<file path="config.mk">
export PLATFORM = sky130hd
export DESIGN_NAME = uart_tx_ctrl_flat
export DESIGN_NICKNAME = d
export VERILOG_FILES = /design/src/rtl/uart_tx_pkg.sv /design/src/rtl/uart_tx_if.sv /design/src/rtl/uart_tx_shifter.sv /design/src/rtl/uart_tx_ctrl.sv /design/src/flat_wrapper.sv
export SDC_FILE = /design/constraint.sdc
export NUM_CORES = 1
export LEC_CHECK = 0
export CORE_ASPECT_RATIO = 0.6
export CORE_MARGIN = 10
export CORE_UTILIZATION = 40
export DETAILED_ROUTE_END_ITERATION = 10
export GPL_TIMING_DRIVEN = 0
export HOLD_SLACK_MARGIN = 0.08
export PLACE_DENSITY_LB_ADDON = 0.15
export SYNTH_ARGS = -nofsm -noshare
export SYNTH_HDL_FRONTEND = slang
export SYNTH_SLANG_ARGS = --single-unit
</file>
<file path="constraint.sdc">
create_clock -name CLK -period 5.1 [get_ports CLK]
set_clock_uncertainty 0.15 [all_clocks]
set_input_delay 1.02 -clock CLK [delete_from_list [all_inputs] [get_ports CLK]]
set_output_delay 1.02 -clock CLK [all_outputs]
set_load 0.01 [all_outputs]
</file>
<file path="src/rtl/uart_tx_pkg.sv">
// Shared types and constants for the UART transmit controller.
package uart_tx_pkg;

    // Frame sequencer states; encodings 6 and 7 are illegal and recover to StIdle.
    typedef enum logic [2:0] {
        StIdle   = 3'd0,
        StStart  = 3'd1,
        StData   = 3'd2,
        StParity = 3'd3,
        StStop1  = 3'd4,
        StStop2  = 3'd5
    } tx_state_e;

    localparam logic PAR_EVEN   = 1'b0;
    localparam logic PAR_ODD    = 1'b1;
    localparam logic IDLE_LEVEL = 1'b1;

endpackage

</file>
<file path="src/rtl/uart_tx_if.sv">
// Source-side handshake bundle: data word, per-frame config and the Accept strobe.
interface uart_tx_if #(
    parameter int unsigned DATA_WIDTH = 8
) ();
    logic                  DataValid;
    logic [DATA_WIDTH-1:0] PData;
    logic                  ParityEn;
    logic                  ParityType;
    logic                  TwoStop;
    logic                  Accept;

    // Data source drives the word and config, observes Accept.
    modport master (
        output DataValid, PData, ParityEn, ParityType, TwoStop,
        input  Accept
    );

    // Transmitter samples the word and config, drives Accept.
    modport slave (
        input  DataValid, PData, ParityEn, ParityType, TwoStop,
        output Accept
    );
endinterface

</file>
<file path="src/rtl/uart_tx_shifter.sv">
// Data shift register plus saturating bit counter for one UART frame.
module uart_tx_shifter #(
    parameter int unsigned DATA_WIDTH = 8,
    parameter int unsigned CNT_W      = $clog2(DATA_WIDTH)
) (
    input  logic                  i_clk,
    input  logic                  i_rst,
    input  logic                  i_load,
    input  logic [DATA_WIDTH-1:0] i_data,
    input  logic                  i_shift,
    input  logic                  i_count,
    output logic                  o_bit,
    output logic                  o_done
);
    logic [DATA_WIDTH-1:0] r_shift;
    logic [CNT_W-1:0]      r_cnt;
    logic                  w_last;

    assign w_last = (r_cnt == CNT_W'(DATA_WIDTH - 1));
    assign o_bit  = r_shift[0];
    assign o_done = w_last;

    // Shift register: a parallel load always wins over a shift.
    always_ff @(posedge i_clk) begin
        if (i_rst) begin
            r_shift <= '0;
        end else if (i_load) begin
            r_shift <= i_data;
        end else if (i_shift) begin
            r_shift <= {1'b0, r_shift[DATA_WIDTH-1:1]};
        end
    end

    // Bit counter: cleared on load, saturates on the last data bit so it cannot wrap.
    always_ff @(posedge i_clk) begin
        if (i_rst) begin
            r_cnt <= '0;
        end else if (i_load) begin
            r_cnt <= '0;
        end else if (i_count && !w_last) begin
            r_cnt <= r_cnt + CNT_W'(1);
        end
    end

endmodule

</file>
<file path="src/rtl/uart_tx_ctrl.sv">
// UART transmit controller: frame FSM, config latch, parity and registered line outputs.
module uart_tx_ctrl
    import uart_tx_pkg::*;
#(
    parameter int unsigned DATA_WIDTH = 8,
    parameter int unsigned CNT_W      = $clog2(DATA_WIDTH)
) (
    input  logic     CLK,
    input  logic     RST,
    input  logic     TxEn,
    uart_tx_if.slave src,
    output logic     TxOut,
    output logic     Busy
);
    tx_state_e r_state;
    tx_state_e w_state_nxt;

    logic r_par_en;
    logic r_parity;
    logic r_two_stop;
    logic r_txout;
    logic r_busy;
    logic r_rst_dly;

    logic w_accept;
    logic w_last_stop;
    logic w_shift;
    logic w_count;
    logic w_bit;
    logic w_done;
    logic w_txout_nxt;
    logic w_busy_nxt;

    // A new frame may start from idle or on the tick that ends the final stop bit.
    assign w_last_stop = (r_state == StStop2) || ((r_state == StStop1) && !r_two_stop);
    assign w_accept    = ((r_state == StIdle) || w_last_stop) && src.DataValid && TxEn
                         && !RST && !r_rst_dly;
    assign src.Accept  = w_accept;
    assign TxOut       = r_txout;
    assign Busy        = r_busy;

    uart_tx_shifter #(
        .DATA_WIDTH (DATA_WIDTH),
        .CNT_W      (CNT_W)
    ) u_shifter (
        .i_clk   (CLK),
        .i_rst   (RST),
        .i_load  (w_accept),
        .i_data  (src.PData),
        .i_shift (w_shift),
        .i_count (w_count),
        .o_bit   (w_bit),
        .o_done  (w_done)
    );

    // State register.
    always_ff @(posedge CLK) begin
        if (RST) begin
            r_state <= StIdle;
        end else begin
            r_state <= w_state_nxt;
        end
    end

    // Next-state logic; legal states only move on a baud tick.
    always_comb begin
        w_state_nxt = r_state;
        case (r_state)
            StIdle: begin
                if (w_accept) w_state_nxt = StStart;
            end
            StStart: begin
                if (TxEn) w_state_nxt = StData;
            end
            StData: begin
                if (TxEn && w_done) w_state_nxt = r_par_en ? StParity : StStop1;
            end
            StParity: begin
                if (TxEn) w_state_nxt = StStop1;
            end
            StStop1: begin
                if (TxEn) begin
                    if (r_two_stop)    w_state_nxt = StStop2;
                    else if (w_accept) w_state_nxt = StStart;
                    else               w_state_nxt = StIdle;
                end
            end
            StStop2: begin
                if (TxEn) w_state_nxt = w_accept ? StStart : StIdle;
            end
            default: w_state_nxt = StIdle;
        endcase
    end

    // Output decode: line level and busy for the state being entered, shifter controls.
    always_comb begin
        w_txout_nxt = IDLE_LEVEL;
        case (w_state_nxt)
            StStart:  w_txout_nxt = 1'b0;
            StData:   w_txout_nxt = w_bit;
            StParity: w_txout_nxt = r_parity;
            default:  w_txout_nxt = IDLE_LEVEL;
        endcase
        w_busy_nxt = (w_state_nxt != StIdle);
        // START also shifts so that shift[0] already holds the next data bit in DATA.
        w_shift    = TxEn && ((r_state == StStart) || (r_state == StData));
        w_count    = TxEn && (r_state == StData);
    end

    // Per-frame config latch, captured together with the data word on Accept.
    always_ff @(posedge CLK) begin
        if (RST) begin
            r_par_en   <= 1'b0;
            r_parity   <= 1'b0;
            r_two_stop <= 1'b0;
        end else if (w_accept) begin
            r_par_en   <= src.ParityEn;
            r_parity   <= (^src.PData) ^ src.ParityType;
            r_two_stop <= src.TwoStop;
        end
    end

    // Line and busy registers; the line only moves on ticks or illegal-state recovery.
    always_ff @(posedge CLK) begin
        if (RST) begin
            r_txout <= IDLE_LEVEL;
            r_busy  <= 1'b0;
        end else begin
            r_busy <= w_busy_nxt;
            if (TxEn || (w_state_nxt != r_state)) begin
                r_txout <= w_txout_nxt;
            end
        end
    end

    // Remembers a reset in the previous cycle to hold Accept off for one more cycle.
    always_ff @(posedge CLK) begin
        r_rst_dly <= RST;
    end

endmodule

</file>
<file path="src/flat_wrapper.sv">
// flat-port wrapper written by rule: the top's interface ports become plain ports
module uart_tx_ctrl_flat import uart_tx_pkg::*;
#(
    parameter int unsigned DATA_WIDTH = 8,
    parameter int unsigned CNT_W      = $clog2(DATA_WIDTH)
)
  (CLK, RST, TxEn, TxOut, Busy, src_DataValid, src_PData, src_ParityEn, src_ParityType, src_TwoStop, src_Accept);
  uart_tx_if #(.DATA_WIDTH(DATA_WIDTH)) src_i ();
  input  logic CLK;
  input  logic RST;
  input  logic TxEn;
  output logic TxOut;
  output logic Busy;
  input wire logic [$bits(src_i.DataValid)-1:0] src_DataValid;
  input wire logic [$bits(src_i.PData)-1:0] src_PData;
  input wire logic [$bits(src_i.ParityEn)-1:0] src_ParityEn;
  input wire logic [$bits(src_i.ParityType)-1:0] src_ParityType;
  input wire logic [$bits(src_i.TwoStop)-1:0] src_TwoStop;
  output wire logic [$bits(src_i.Accept)-1:0] src_Accept;
  assign src_i.DataValid = src_DataValid;
  assign src_i.PData = src_PData;
  assign src_i.ParityEn = src_ParityEn;
  assign src_i.ParityType = src_ParityType;
  assign src_i.TwoStop = src_TwoStop;
  assign src_Accept = src_i.Accept;
  uart_tx_ctrl #(.DATA_WIDTH(DATA_WIDTH), .CNT_W(CNT_W)) u_core (.CLK(CLK), .RST(RST), .TxEn(TxEn), .src(src_i), .TxOut(TxOut), .Busy(Busy));
endmodule
</file>
==> out/qor.yml, run 1 <==
design_area_um2: 1340
hpwl_um: 2000
synth.net_count: 139
grt_pass1_wl_um: 4390
synth_commonest_cells: "dfxtp_1 (20), a21oi_1 (12), a211oi_1 (9)"
synth.distinct_cells: 37
wl_per_cell_um: 14.5
syn_to_final_growth_pct: 23.1
start_kind: "primary input"
p_int_mw: 0.243
globalRouteOverflowTotal: 0
grt_max_degree: 11
first_iter_violations: 53
critPathSlowestCell: "clkdlybuf4s50_1"
fin_tns_setup_ns: 0
vdd_ir_drop_max_mv: 0.124
pin_count: 18
synth_seq_area_share: 0.367
multiInputGateArea_um2: 627
stdcell_count: 174
status: "finished, final reports clean"
port_buffers: 17
cp_top_family: "buffers and inverters"
reg2reg_from: "u_core.u_shifter.r_cnt[0]"
antenna_left: 0
ctsResizeCount: 0
gp_congestion: 0.888
die_x_um: 87.4
syn_area_um2: 1090
cp_num_buf_inv: 3
finalMaxSlewViolations: 0
p_clk_frac: 0.314
clock_latency_ns: 0.25
crit_path_frequent_cell: "clkdlybuf4s50_1"
synthesis.instances: 122
min_period_ns: 4.03
post-route-period-util: 0.790
row_count: 14
critPathArrivalTime_ns: 2.86
layout-drive-gt1-share: 0.0915
max_cap_violations: 0
crit_type: "in2out"
drc_errors: 0
ys.flop_type: "dfxtp_1"
combPwrFrac: 0.170
dp.cells: 171
crit_path_cell_trace: "clkdlybuf4s50_1 -> and4bb_2 -> nand3_2 -> clkinv_1 -> clkdlybuf4s50_1"
clk_pin_slew_ns: 0.07
cts_setup_buffers: 0
worst_slack_ns: 1.07
numCtsBuffers: 3
rsz0062_at_grt: "no"
grtUsageTotal: 0.102
postLayoutCoreUtil: 0.525
placed_area_um2: 1300
cts_root_buffer: "clkbuf_8"
clockBufferDepth: 2
setup_viol: 0
hp-class: "reg2reg"
power.density_nw_per_um2: 236
crit_fanout: 10
cts_tree: "yes"
ys_ff_latch: 20
leakage_nw: 0.450
synth-edff-count: 0
grt_pass1_vias: 932
crit_required_ns: 3.93
num_vias: 947
synth_area_leaders: "dfxtp_1 (37%), mux2i_1 (7.3%), xnor2_1 (6.4%), a211oi_1 (6.2%), a21oi_1 (5.5%)"
first_pass_iters: 4
core-area_um2: 2560
fmax_mhz: 248
initial_core_util: 0.427
hold_start: "u_core.r_par_en"
dieHeight_um: 60.5
fillers: 242
grt_antenna_before_repair: 0
maxSlewHeadroom: 0.641
switching_share: 0.235
wl_um: 2520
cts_htree_levels: 1
synth.avg_cell_area_um2: 8.94
hold_buffers: 0
synth_top_area_share: 0.367
critPathMaxStageDelay_ns: 0.57
register_area_um2: 400
seqPwrFrac: 0.516
finalPower_mw: 0.317
clock-sinks: 20
crit_path_start: "RST"
yosysMostFrequentCell: "dfxtp_1"
critPathCaptureType: "output port"
ys_async_sr_fraction: 0
die_area_um2: 5290
whs_ns: 0.341
diodes: 0
hold_viol: 0
vias_per_cell: 5.44
ys_warn_count: 0
tightestPinTransition_ns: 0.539
switchingPower_mw: 0.0745
nets: 161
place_ws_ns: 1.05
yosys.area.top_type: "dfxtp_1"
-- power groups by stage --
stage,clock network (mW),registers (mW),logic (mW)
2_1_floorplan,0,0.167,0.0323
3_3_place_gp,0,0.167,0.0529
3_5_place_dp,0,0.167,0.0536
4_1_cts,0.103,0.164,0.0540
5_1_grt,0.109,0.164,0.0590
6_report,0.0997,0.164,0.0539
-- worst register-to-register path: stages, from the launching register on --
cell and delay, ns:
dfxtp_1 0.33, ha_1 0.20, ha_1 0.20, nor2b_1 0.14, or2_4 0.24, a311o_1 0.39, nor4_2 0.25, a211oi_1 0.07
-- path summary, 6_finish.rpt --
kind | end | slack [ns] | cells past startpoint
worst max register to register | u_core.TxOut | 3.01 | 7
worst min-delay path | u_core.r_par_en | 0.34 | 2
worst min register to register | u_core.r_par_en | 0.34 | 2
worst max-delay path | src_Accept | 1.07 | 5
-- state kept, by name, indices dropped and copies added, names as in the netlist --
name,cells
u_core.r_rst_dly,1
u_core.TxOut,1
u_core.r_state,3
u_core.r_parity,1
u_core.u_shifter.r_cnt,3
u_core.Busy,1
u_core.u_shifter.r_shift,8
u_core.r_two_stop,1
u_core.r_par_en,1
-- final cells by class --
type | count | area share
Inverter | 4 | 0.0112
Buffer | 9 | 0.0363
Clock buffer | 3 | 0.0308
Tap cell | 32 | 0.0298
Timing Repair Buffer | 17 | 0.127
Sequential cell | 20 | 0.298
Multi-Input combinational cell | 89 | 0.467
-- logic make-up after synthesis --
| family | Yosys count | share of synthesized area |
|---|---|---|
| and+or+nand+nor | 37 | 0.212 |
| AOI/OAI and AO/OA | 32 | 0.186 |
| DFF | 20 | 0.367 |
| buffers and inverters | 13 | 0.0585 |
| xor gates and xnor gates | 10 | 0.0803 |
| muxes | 8 | 0.0734 |
| adders and majority gates | 2 | 0.0229 |
-- per-layer routing --
layer / share of wire / track usage
met2: 0.40 / 0.152
met3: 0.078 / 0.0428
met4: 0.0044 / 0.0136
met1: 0.52 / 0.137
met5: 0 / 0
-- cells in the final DEF (no fill, tap or decap), types with 5 or more instances in the layout --
master | netlist | final
a211oi_1 | 9 | 9
a21oi_1 | 12 | 12
clkdlybuf4s50_1 | 0 | 17
dfxtp_1 | 20 | 20
mux2i_1 | 8 | 8
nand2_1 | 5 | 5
nor2_1 | 7 | 7
o21ai_0 | 5 | 5
xnor2_1 | 8 | 8
No activity file was read; power rests on OpenSTA's default activity.
==> run 2: changes to the inputs <==
clock period = 4.1 ns   (was 5.1 ns; I/O delays follow)
==> results of run 2 <==
Same layout as run 1 (identical final DEF). Status: finished, final reports clean.
Main changes from that run: setup slack after placement 1.05 ns -> 0.449 ns; setup slack after layout 1.07 ns -> 0.472 ns; register-to-register setup slack 3.01 ns -> 2.01 ns; total power 0.317 mW -> 0.395 mW; worst IR drop on VDD 0.124 mV -> 0.154 mV
